File: config.mk
export PLATFORM = sky130hd
export DESIGN_NAME = filt_seq_ctrl_flat
export DESIGN_NICKNAME = d
export VERILOG_FILES = /design/src/rtl/filt_seq_pkg.sv /design/src/rtl/filt_seq_ctrl_if.sv /design/src/rtl/filt_seq_ctrl_seq_delay_line.sv /design/src/rtl/filt_seq_ctrl.sv /design/src/flat_wrapper.sv
export SDC_FILE = /design/constraint.sdc
export NUM_CORES = 1
export LEC_CHECK = 0
export CAP_MARGIN = 40
export CORE_ASPECT_RATIO = 0.5
export CORE_UTILIZATION = 35
export CTS_CLUSTER_DIAMETER = 40
export DETAILED_ROUTE_END_ITERATION = 7
export SLEW_MARGIN = 10
export SYNTH_ARGS = -nofsm -noshare
export SYNTH_HDL_FRONTEND = slang
export SYNTH_HIERARCHICAL = 1
export SYNTH_SLANG_ARGS = --single-unit
export TNS_END_PERCENT = 20
File: constraint.sdc
create_clock -name clk -period 2.3 [get_ports clk]
set_input_delay 0.46 -clock clk [delete_from_list [all_inputs] [get_ports clk]]
set_output_delay 0.46 -clock clk [all_outputs]
set_load 0.005 [all_outputs]
File: src/rtl/filt_seq_pkg.sv
// Shared constants and state encoding for the image-filter sweep sequencer.
// FSEQ_STEP_EN (optional define) gates RUN-state issues on a step pulse.
package filt_seq_pkg;

  // Defaults shared with the src/dst meminferida instantiations.
  localparam int DEFAULT_ADDR_BITS = 10;
  localparam int PIX_WIDTH         = 24;
  localparam int FILTER_LAT_MAX    = 7;

  typedef enum logic [1:0] {
    S_IDLE  = 2'b00,
    S_RUN   = 2'b01,
    S_DRAIN = 2'b10,
    S_DONE  = 2'b11
  } seq_state_e;

endpackage

File: src/rtl/filt_seq_ctrl_if.sv
// Control/status bundle between the top-level control logic and the sweep sequencer.
// The master side drives the sweep request; the slave side is the sequencer.
interface filt_seq_ctrl_if
  import filt_seq_pkg::*;
#(
  parameter int ADDR_BITS = DEFAULT_ADDR_BITS
);

  logic                 start;
  logic [ADDR_BITS-1:0] last_addr;
  logic                 stall;
  logic                 step;
  logic [ADDR_BITS-1:0] src_addr;
  logic [ADDR_BITS-1:0] dst_addr;
  logic                 dst_we;
  logic                 busy;
  logic                 done;

  modport master (
    output start, last_addr, stall, step,
    input  src_addr, dst_addr, dst_we, busy, done
  );

  modport slave (
    input  start, last_addr, stall, step,
    output src_addr, dst_addr, dst_we, busy, done
  );

endinterface

File: src/rtl/filt_seq_ctrl_seq_delay_line.sv
// Fixed-depth shift register used to carry {valid, addr} alongside the RAM read
// and filter pipeline so the dst write lands on the matching address.
module seq_delay_line #(
  parameter int DEPTH = 1,
  parameter int WIDTH = 1
) (
  input  logic             clk,
  input  logic             reset,
  input  logic [WIDTH-1:0] din,
  output logic [WIDTH-1:0] dout
);

  logic [WIDTH-1:0] stage_q [DEPTH];

  // NOTE: every stage is reset (it is only a few flops) so a mid-sweep reset
  // clears all in-flight valid bits at once instead of draining stale writes.
  always_ff @(posedge clk or negedge reset) begin
    if (!reset) begin
      for (int i = 0; i < DEPTH; i++) stage_q[i] <= '0;
    end else begin
      stage_q[0] <= din;
      for (int i = 1; i < DEPTH; i++) stage_q[i] <= stage_q[i-1];
    end
  end

  assign dout = stage_q[DEPTH-1];

endmodule

File: src/rtl/filt_seq_ctrl.sv
// Start/done sequencer: src RAM read -> FILTER_LAT filter -> dst RAM write, one pixel per cycle.
// Define FSEQ_STEP_EN to issue only on step pulses (single-step debug).
module filt_seq_ctrl
  import filt_seq_pkg::*;
#(
  parameter int ADDR_BITS  = DEFAULT_ADDR_BITS,
  parameter int FILTER_LAT = 1
) (
  input logic            clk,
  input logic            reset,
  filt_seq_ctrl_if.slave bus
);

  // One stage for the synchronous src read plus one per filter stage.
  localparam int PIPE_DEPTH = 1 + FILTER_LAT;
  localparam int PIPE_WIDTH = 1 + ADDR_BITS;

  seq_state_e           state_q, state_d;
  logic [ADDR_BITS-1:0] src_addr_q, src_addr_d;
  logic [ADDR_BITS-1:0] last_q, last_d;
  logic                 step_ok;
  logic                 issue_v;
  logic                 at_last;
  logic [PIPE_WIDTH-1:0] pipe_out;
  logic                 pipe_valid;
  logic [ADDR_BITS-1:0] pipe_addr;

`ifdef FSEQ_STEP_EN
  assign step_ok = bus.step;
`else
  assign step_ok = 1'b1;
`endif

  assign issue_v = (state_q == S_RUN) && !bus.stall && step_ok;
  assign at_last = (src_addr_q == last_q);

  // NOTE: every output of this block gets a default first, so no path leaves
  // a variable unassigned and no latch is inferred.
  always_comb begin
    state_d    = state_q;
    src_addr_d = src_addr_q;
    last_d     = last_q;
    unique case (state_q)
      S_IDLE: begin
        if (bus.start) begin
          last_d     = bus.last_addr;
          src_addr_d = '0;
          state_d    = S_RUN;
        end
      end
      S_RUN: begin
        // The final address parks in src_addr so a full-RAM sweep never wraps.
        if (issue_v) begin
          if (at_last) state_d = S_DRAIN;
          else         src_addr_d = src_addr_q + ADDR_BITS'(1);
        end
      end
      S_DRAIN: begin
        // Addresses leave the pipe in issue order, so the last address is the last write.
        if (pipe_valid && (pipe_addr == last_q)) state_d = S_DONE;
      end
      S_DONE:  state_d = S_IDLE;
      default: state_d = S_IDLE;
    endcase
  end

  // NOTE: non-blocking assignments here so all flops update from pre-edge values.
  always_ff @(posedge clk or negedge reset) begin
    if (!reset) begin
      state_q    <= S_IDLE;
      src_addr_q <= '0;
      last_q     <= '0;
    end else begin
      state_q    <= state_d;
      src_addr_q <= src_addr_d;
      last_q     <= last_d;
    end
  end

  seq_delay_line #(
    .DEPTH (PIPE_DEPTH),
    .WIDTH (PIPE_WIDTH)
  ) u_pipe (
    .clk   (clk),
    .reset (reset),
    .din   ({issue_v, src_addr_q}),
    .dout  (pipe_out)
  );

  assign pipe_valid = pipe_out[PIPE_WIDTH-1];
  assign pipe_addr  = pipe_out[ADDR_BITS-1:0];

  assign bus.src_addr = src_addr_q;
  assign bus.dst_addr = pipe_addr;
  assign bus.dst_we   = pipe_valid;
  assign bus.busy     = (state_q == S_RUN) || (state_q == S_DRAIN);
  assign bus.done     = (state_q == S_DONE);

endmodule

File: src/flat_wrapper.sv
// flat-port wrapper written by rule: the top's interface ports become plain ports
module filt_seq_ctrl_flat import filt_seq_pkg::*;
#(
  parameter int ADDR_BITS  = DEFAULT_ADDR_BITS,
  parameter int FILTER_LAT = 1
)
  (clk, reset, bus_start, bus_last_addr, bus_stall, bus_step, bus_src_addr, bus_dst_addr, bus_dst_we, bus_busy, bus_done);
  filt_seq_ctrl_if #(.ADDR_BITS(ADDR_BITS)) bus_i ();
  input logic clk;
  input logic reset;
  input wire logic [$bits(bus_i.start)-1:0] bus_start;
  input wire logic [$bits(bus_i.last_addr)-1:0] bus_last_addr;
  input wire logic [$bits(bus_i.stall)-1:0] bus_stall;
  input wire logic [$bits(bus_i.step)-1:0] bus_step;
  output wire logic [$bits(bus_i.src_addr)-1:0] bus_src_addr;
  output wire logic [$bits(bus_i.dst_addr)-1:0] bus_dst_addr;
  output wire logic [$bits(bus_i.dst_we)-1:0] bus_dst_we;
  output wire logic [$bits(bus_i.busy)-1:0] bus_busy;
  output wire logic [$bits(bus_i.done)-1:0] bus_done;
  assign bus_i.start = bus_start;
  assign bus_i.last_addr = bus_last_addr;
  assign bus_i.stall = bus_stall;
  assign bus_i.step = bus_step;
  assign bus_src_addr = bus_i.src_addr;
  assign bus_dst_addr = bus_i.dst_addr;
  assign bus_dst_we = bus_i.dst_we;
  assign bus_busy = bus_i.busy;
  assign bus_done = bus_i.done;
  filt_seq_ctrl #(.ADDR_BITS(ADDR_BITS), .FILTER_LAT(FILTER_LAT)) u_core (.clk(clk), .reset(reset), .bus(bus_i));
endmodule
==> key figures <==
Clock tree
  • CTS buffer count: 5
  • Post-CTS Setup Inserts: 0
  • Clk_lat worst skew: 0.28 ns
  • Clock buffer depth: 2
  • Worst-path clk slew: 0.06 ns
  • # resized after CTS: 0
  • # hold bufs at CTS: 0
  • Clock Tree Root: clkbuf_16
  • CTS Sinks: 44
  • H-tree depth: 2
  • CTS tree: done

Floorplanning
  • Placeable Area: 0.00561 sq mm
  • DIE WIDTH: 111 microns
  • Starting density of the core: 37.0%
  • Die Ht: 56.5 microns
  • I/O pin count: 38
  • Full die area: 0.00626 sq mm
  • Placement Rows: 19

STA
  • Crit path time final: 2.10 ns
  • Final Max Slew Viols: 0
  • TNS Setup: 0 ns
  • Worst rel slew slack: 61.4%
  • Fmax: 477 MHz
  • Worst slew pin tran: 0.578 ns
  • Tcrit/Tclk final: 91.2%
  • RSZ-0062 raised after global routing: no
  • Endpoints failing setup: 0
  • Max Clock Skew: 0.00512 ns
  • Hold Fails Final Rpt: 0
  • Setup WS post-layout: 0.203 ns

Worst setup path
  • Kind of critical path: flop to flop
  • Flop2flop setup slack: 0.20 ns
  • Worst Path Buf+Inv: 1
  • Worst EP required: 2.45 ns
  • Critical path depth: 6
  • Maximum fanout along the worst path: 16
  • Critical path data arrival time: 2.24 ns
  • Crit path max-delay cell type: a2111oi_0
  • CP peak stage delay: 0.45 ns
  • Crit-path cells: xnor2_2 > nand4_1 > or3_1 > buf_4 > a2111oi_0 > a21oi_1
  • CP delay by family, top: simple AND/OR/NAND/NOR gates
  • R2r worst-path depth: 6
  • Setup crit start kind: flop
  • Crit. End Element: flop
  • FF-to-FF Start: u_core/bus.src_addr[2]
  • RR Endpoint: u_core/state_q[0]

Cells and area
  • Final nets: 239
  • Core Util, Final: 47.5%
  • Design area: 0.00266 sq mm
  • Layout area overhead: 28.2%
  • Ant diodes: 0
  • Share of layout cells above drive strength 1: 19.7%

Pwr
  • Peak supply drop: 440 uV
  • Net Sw Frac: 33.4%
  • Seq pwr share: 37.2%
  • Logic pwr share: 43.4%
  • Static leakage: 1.16 nW
  • Clock power share: 19.4%
  • Total Power: 0.00342 W
  • Power Dens Cells: 1280 mW/mm^2
  • Int Power: 0.00227 W
  • Switching Power: 0.00114 W

Global routing
  • First-pass GRT wire length: 7030 microns
  • Grt ovf: 0
  • Vias in the first global route: 1389
  • GR Util All Layers: 15.0%
  • Initial antenna violation count: 0
  • Largest net degree at the start of global routing: 28

Place
  • Placed cell area: 0.00252 sq mm
  • GPL Wtd Cong: 0.831
  • IO buf count: 36
  • Detailed Place HPWL: 3210 microns
  • Worst slack, placed: 0.270 ns

Logic synthesis
  • Syn_nets: 197
  • Gate Count Post-Synth: 176
  • Post-Syn Area: 0.00208 sq mm
  • Unique masters post-synth: 36
  • Sequential area share after synthesis: 53.0%
  • Post-synthesis register bit count: 44
  • Warnings, synthesis: 6
  • Post-synthesis average cell area: 11.8 sq um

Worst hold path
  • Worst hold path class: input port to async pin

Routing
  • Initial DRC count: 107
  • DR WL/cell: 15.2 microns
  • Final WL: 4420 microns
  • Antenna-violating nets left: 0
  • Vias per cell: 4.94
  • Vias: 1437
  • First drt pass iteration count: 6
  • DRC: 2

Run
  • Max_cap viols: 0

Run status
  • Status: complete, but fails checks
  • Failing checks: design-rule violations
power by group through the flow:
| stage | Combinational (W) | Sequential [W] | Clock (W) |
|---|---|---|---|
| after floorplan | 0.000919 | 0.00125 | 0 |
| after global placement | 0.00145 | 0.00127 | 0 |
| after detailed placement | 0.00148 | 0.00129 | 0 |
| after CTS | 0.00149 | 0.00127 | 0.000692 |
| after global routing | 0.00162 | 0.00131 | 0.000718 |
| final | 0.00148 | 0.00127 | 0.000664 |
synthesized netlist by cell type (all sizes together):
library cell	count	area, sq um
a2111oi	1	8.76
a211o	1	8.76
a21oi	2	10.0
a221o	1	10.0
a22o	2	17.5
a311o	1	10.0
a31o	4	35.0
a32o	2	20.0
a32oi	1	8.76
a41o	1	10.0
a41oi	1	8.76
and2	2	12.5
and3	4	25.0
buf	15	115
clkbuf	3	11.3
dfrtp	44	1100
ha	6	75.1
inv	3	11.3
mux2	13	150
nand2	17	63.8
nand2b	1	6.26
nand3	6	30.0
nand4	6	37.5
nor2	7	26.3
nor2b	1	6.26
nor3	2	10.0
nor3b	1	7.51
nor4b	1	8.76
o211ai	3	22.5
or3	3	18.8
or4	1	7.51
xnor2	20	183
routing by layer:
metal  up-vias  wire length, microns  track usage (%)
li1        688                     -                -
met4         0                    59             6.46
met2        38                  1930             21.3
met1       706                  2190             21.8
met5         -                     0                0
met3         5                   241             3.24
registers in the layout, indices dropped and copies added (netlist names):
register / count
u_core/u_pipe/dout: 11
u_core/u_pipe/stage_q: 11
u_core/bus.src_addr: 10
u_core/last_q: 10
u_core/state_q: 2
final cells by class:
| class | instances | area (sq um) |
|---|---|---|
| Fill cell | 510 | 2950 |
| Inverter | 3 | 11.3 |
| Timing Repair Buffer | 53 | 483 |
| Sequential cell | 44 | 1100 |
| Multi-Input combinational cell | 111 | 838 |
| Clock inverter | 2 | 12.5 |
| Clock buffer | 5 | 125 |
| Tap cell | 73 | 91.3 |
worst max-delay path by stage:
| stage | endpoint | from |
|---|---|---|
| 3_5_place_dp | u_core/state_q[0] | u_core/bus.src_addr[2] |
| 3_3_place_gp | u_core/bus.src_addr[7] | bus_stall |
| 5_1_grt | u_core/state_q[0] | u_core/last_q[4] |
| 4_1_cts | u_core/state_q[0] | u_core/bus.src_addr[2] |
| 2_1_floorplan | u_core/state_q[1] | u_core/bus.src_addr[2] |
| 6_report | u_core/state_q[0] | u_core/bus.src_addr[2] |
stage by stage:
step / cells / hold slack (ns)
finish: 291 / 0.172
global placement: 284 / 0.333
detailed placement: 284 / 0.335
floorplan: 176 / 0.164
global route: 291 / 0.227
CTS: 291 / 0.196
cells by family (layout without fill, tap and decap cells):
logic type | after synthesis | count (layout) | synth area share [%]
mux | 13 | 13 | 7.23
fa+ha+maj | 6 | 6 | 3.61
compound gates | 20 | 20 | 8.19
buf+inv | 21 | 63 | 6.63
xor+xnor | 20 | 20 | 8.80
flops | 44 | 44 | 53.0
simple gates | 52 | 52 | 12.5
cells in the final DEF (no fill, tap or decap), drive strengths merged, types with 3 or more instances in the layout:
cell type / instances
dfrtp: 44
clkdlybuf4s50: 35
xnor2: 20
buf: 18
nand2: 17
mux2: 13
nor2: 7
nand4: 6
nand3: 6
ha: 6
clkbuf: 5
and3: 4
a31o: 4
inv: 3
o211ai: 3
or3: 3
(Power assumes the default switching activity.)
